## config.mk

```make
export PLATFORM = sky130hd
export DESIGN_NAME = bit_sweep_gen
export DESIGN_NICKNAME = d
export VERILOG_FILES = /design/src/rtl/bit_sweep_pkg.sv /design/src/rtl/bit_sweep_gen_sweep_fn.sv /design/src/rtl/bit_sweep_gen.sv
export SDC_FILE = /design/constraint.sdc
export NUM_CORES = 1
export LEC_CHECK = 0
export ABC_AREA = 1
export CAP_MARGIN = 25
export CORE_AREA = 3 3 46 48
export DETAILED_ROUTE_END_ITERATION = 8
export DIE_AREA = 0 0 49 51
export PLACE_DENSITY = 0.66
export RECOVER_POWER = 100
export SLEW_MARGIN = 20
export SYNTH_ARGS = -nofsm -noshare
export SYNTH_HDL_FRONTEND = slang
export SYNTH_HIERARCHICAL = 1
export SYNTH_SLANG_ARGS = --single-unit
```

## constraint.sdc

```tcl
create_clock -name clk -period 2.7 [get_ports clk]
set_clock_uncertainty 0.15 [all_clocks]
set_input_delay 0.54 -clock clk [delete_from_list [all_inputs] [get_ports clk]]
set_output_delay 0.54 -clock clk [all_outputs]
set_load 0.05 [all_outputs]
```

## src/rtl/bit_sweep_pkg.sv

```systemverilog
// Shared types and constants for the bit sweep generator.
package bit_sweep_pkg;

    // Sweep controller states.
    typedef enum logic [1:0] {
        IDLE = 2'd0,
        RUN  = 2'd1,
        DONE = 2'd2
    } sweep_state_e;

    // Output function select codes.
    localparam logic [1:0] MODE_INV  = 2'd0;
    localparam logic [1:0] MODE_PASS = 2'd1;
    localparam logic [1:0] MODE_PAR  = 2'd2;
    localparam logic [1:0] MODE_NPAR = 2'd3;

    // Even parity (XOR reduction) of a zero-extended pattern up to 16 bits.
    function automatic logic even_parity(input logic [15:0] value);
        return ^value;
    endfunction

endpackage

```

## src/rtl/bit_sweep_gen_sweep_fn.sv

```systemverilog
// Combinational bit function of the sweep count: invert/pass a selected
// bit or produce even/odd parity. Out-of-range selects fall back to bit 0.
module sweep_fn
    import bit_sweep_pkg::*;
#(
    parameter int WIDTH = 4,
    parameter int SELW  = $clog2(WIDTH)
) (
    input  logic [1:0]       mode,
    input  logic [SELW-1:0]  sel,
    input  logic [WIDTH-1:0] count,
    output logic             f
);

    logic [SELW-1:0] idx_s;
    logic            bit_s;
    logic            par_s;

    // Clamp the bit index so selects beyond the pattern width read bit 0.
    always_comb begin
        idx_s = '0;
        if (int'(sel) < WIDTH) begin
            idx_s = sel;
        end else begin
            idx_s = '0;
        end
    end

    // Pick the selected bit and the parity of the whole pattern.
    always_comb begin
        bit_s = count[idx_s];
        par_s = even_parity(16'(count));
    end

    // Apply the requested output function.
    always_comb begin
        f = 1'b0;
        case (mode)
            MODE_INV:  f = ~bit_s;
            MODE_PASS: f = bit_s;
            MODE_PAR:  f = par_s;
            MODE_NPAR: f = ~par_s;
            default:   f = 1'b0;
        endcase
    end

endmodule

```

## src/rtl/bit_sweep_gen.sv

```systemverilog
// Sweep generator: steps a WIDTH-bit counter 0..MAX in one-shot or
// continuous mode under start/stop control and registers a 1-bit
// function of the pre-edge count every cycle. All outputs are registered.
module bit_sweep_gen
    import bit_sweep_pkg::*;
#(
    parameter int WIDTH = 4,
    parameter int SELW  = $clog2(WIDTH)
) (
    input  logic             clk,
    input  logic             rst,
    input  logic             start,
    input  logic             stop,
    input  logic             cont,
    input  logic             en,
    input  logic [1:0]       mode,
    input  logic [SELW-1:0]  sel,
    output logic [WIDTH-1:0] count,
    output logic             x,
    output logic             busy,
    output logic             done,
    output logic             wrap
);

    localparam logic [WIDTH-1:0] MAX = {WIDTH{1'b1}};
    localparam logic [WIDTH-1:0] ONE = {{(WIDTH-1){1'b0}}, 1'b1};

    sweep_state_e     state_r;
    sweep_state_e     state_s;
    logic [WIDTH-1:0] count_r;
    logic [WIDTH-1:0] count_s;
    logic             cont_r;
    logic             cont_s;
    logic             wrap_r;
    logic             wrap_s;
    logic             x_r;
    logic             fn_s;
    logic             busy_r;
    logic             done_r;

    sweep_fn #(
        .WIDTH (WIDTH),
        .SELW  (SELW)
    ) u_fn (
        .mode  (mode),
        .sel   (sel),
        .count (count_r),
        .f     (fn_s)
    );

    // Next-state, next-count and wrap decode; stop takes priority over start.
    always_comb begin
        state_s = state_r;
        count_s = count_r;
        cont_s  = cont_r;
        wrap_s  = 1'b0;
        case (state_r)
            IDLE, DONE: begin
                if (stop) begin
                    state_s = IDLE;
                end else if (start) begin
                    state_s = RUN;
                    count_s = '0;
                    cont_s  = cont;
                end else begin
                    state_s = state_r;
                end
            end
            RUN: begin
                if (stop) begin
                    state_s = IDLE;
                end else if (en) begin
                    if (count_r == MAX) begin
                        if (cont_r) begin
                            count_s = '0;
                            wrap_s  = 1'b1;
                        end else begin
                            state_s = DONE;
                        end
                    end else begin
                        count_s = count_r + ONE;
                    end
                end else begin
                    state_s = RUN;
                end
            end
            default: begin
                state_s = IDLE;
            end
        endcase
    end

    // State, counter and output registers with synchronous reset.
    always_ff @(posedge clk) begin
        if (rst) begin
            state_r <= IDLE;
            count_r <= '0;
            cont_r  <= 1'b0;
            wrap_r  <= 1'b0;
            x_r     <= 1'b0;
            busy_r  <= 1'b0;
            done_r  <= 1'b0;
        end else begin
            state_r <= state_s;
            count_r <= count_s;
            cont_r  <= cont_s;
            wrap_r  <= wrap_s;
            x_r     <= fn_s;
            busy_r  <= (state_s == RUN);
            done_r  <= (state_s == DONE);
        end
    end

    assign count = count_r;
    assign x     = x_r;
    assign busy  = busy_r;
    assign done  = done_r;
    assign wrap  = wrap_r;

endmodule

```

==> out/results.ini <==
[cells_and_area]
final_util_pct=52.0
drive_gt1_share_pct=10.6
num_antenna_cells=0
nFillCells=189
area.growth.synth_to_final_pct=30.2
layout_common_cells=38 x nand2_1, 15 x inv_1, 11 x dfxtp_1, 10 x nand3_1, 10 x dlygate4sd3_1
final_cells=157
final_common_cell=nand2_1
multi_input_area_sq_um=392
regArea_sq_um=220
final_nets=144

[place]
dp_cells=153
io_buffers=17
gp_congestion=0.855
dp_hpwl_mm=1.16

[synth]
synthXorXnorAreaFrac_pct=0
synth_area_sq_um=697
synth_top_family_by_area=simple AND/OR/NAND/NOR gates
synth_nets=123
synthDistinctLibCells=19
yosys-mux-area-fraction_pct=0
yosys.area.top_type_share_pct=31.6
synth.ff_latch_count=11
yosys.area_share.adder_pct=1.80
ys_seq_area_share_pct=31.6
ys_top_cells_by_area=dfxtp_1 32%, nand2_1 20%, inv_1 8.1%
synth-compound-area-share_pct=11.3
avgSynthCellArea_sq_um=6.22
synth_cells=112
synth-simple-area-share_pct=45.1
synth_warnings=6
post-synth-top-area-cell=dfxtp_1

[sta]
period_share_pct=89.5
worstMarginPinSlew_ns=0.498
period_needed_ns=2.42
rsz0062_at_grt=no
setup_violations=0
hold_viol_final=0
clock.fmax_mhz=414
max_slew_margin_pct=66.7
tns_ns=0
finalMaxSlewViolations=0

[floorplan]
io_pins=18
rows=15
initial_core_util_pct=39.9
die_h_microns=51
coreArea_sq_um=1750
dieArea_sq_um=2500
fp.dieW_microns=49

[routing]
ant_nets=0
routed_wl_mm=1.49
wl_per_cell_microns=9.48
dr.pass1.iters=4
drc=0
drt_iter0_drc=10
viasPerCell=4.61
route.vias.total=724

[clock_tree]
postCtsSetupBuffers=0
cts_sinks=11
cts_resized=0
cts_buffers=3
cts_tree=done
h-tree-depth=1
clk_pin_slew_ns=0.07
postCtsHoldBufs=0
clockBufferDepth=2
clkLatencyLatePin_ns=0.27
root_buffer=clkbuf_4

[worst_setup_path]
crit_family=buffers and inverters
critPathMaxStageDelay_ns=0.93
r2r-start=count[1]$_SDFFE_PP0P_
crit_path_top_delay_cell=dlygate4sd3_1
worstPathRequired_ns=2.01
path_class=register to output port
critPathLaunchType=register
crit_start=count[2]$_SDFFE_PP0P_
rr_endpoint=count[3]$_SDFFE_PP0P_
r2r_setup_slack_ns=1.07
crit_arrival_ns=1.73
worstSetupEndpointType=output port
cp_max_fo=12
path_cells=dlygate4sd3_1
r2r.worst_path.cells=7
critPathBufInv=1

[power]
combPwrFrac_pct=20.4
intPower_w=0.000254
p_switching_w=0.000107
power_density_nw_per_um2=398
leakage_nw=0.406
switching_share_pct=29.6
clock_power_share_pct=31.6
pwr-share-seq_pct=48.1
vdd_drop_max_uv=294

[grt]
grt_pass1_wl_mm=2.56
track_usage_pct=12.8
antenna_found_initial=0
grt_pass1_vias=664
grt_max_degree=13
grt_overflow=0

[hold_path]
hp-start=cont_r$_SDFFE_PP0P_
min_path_cells=2
min_to=wrap$_SDFF_PP0_
hp-class=register to register

[status]
outcome=complete, no violations

[flow_run]
cap_viol_max_count=0

-- per-stage QoR --
stage               instance area [sq um]  hold WS [ns]  setup slack [ns]  power, W
CTS                                   921         0.316             0.331  0.000366
floorplan                             697         0.293             0.817  0.000224
detailed placement                    895         0.306             0.630  0.000255
finish                                907         0.310             0.284  0.000361
global route                          907         0.343             0.218  0.000382
global placement                      895         0.309             0.644  0.000254
-- synth_stat cells (all sizes together) --
cell type  count
inv           18
nand3         10
or2            1
nand3b         1
ha             1
nand2         42
nand4          4
nor3b          1
o21ai          2
a21oi         10
clkbuf         1
nor2           9
nor4           1
dfxtp         11
-- registers in the layout, indices dropped and copies added (netlist names) --
signal	flops
busy	1
cont_r	1
count	4
done	1
state_r	2
wrap	1
x	1
-- power groups by stage --
stage,clock (W),combinational [W],sequential [W]
after floorplan,0,0.0000343,0.000190
after global placement,0,0.0000764,0.000177
after detailed placement,0,0.0000768,0.000178
after CTS,0.000115,0.0000771,0.000174
after global routing,0.000126,0.0000818,0.000175
final,0.000114,0.0000735,0.000174
-- layout make-up --
class	instances	share of cell area, %
Clock buffer	4	2.90
Inverter	18	7.45
Timing Repair Buffer	17	18.8
Sequential cell	11	24.3
Tap cell	25	3.45
Multi-Input combinational cell	82	43.2
-- how the worst max path moves through the flow --
stage | to | slack, ns | depth (start not counted)
6_report | count[2] | 0.28 | 1
4_1_cts | count[2] | 0.33 | 1
3_5_place_dp | count[2] | 0.63 | 1
5_1_grt | count[2] | 0.22 | 1
2_1_floorplan | count[2]$_SDFFE_PP0P_ | 0.82 | 6
3_3_place_gp | count[2] | 0.64 | 1
-- routing by layer --
layer | vias to the layer above | part of all wire [%] | track usage (%)
met1 | 310 | 45 | 14.0
li1 | 395 | - | -
met4 | 0 | 1.4 | 4.27
met3 | 2 | 5.8 | 2.92
met2 | 17 | 48 | 24.2
met5 | - | 0 | 0
-- kinds of logic (layout without fill, tap and decap cells) --
group                      count (synthesis)  after routing
AOI/OAI and AO/OA                         12             12
and+or+nand+nor                           69             69
buffers and inverters                     19             39
DFF                                       11             11
adders and majority gates                  1              1
(Power assumes the default switching activity.)
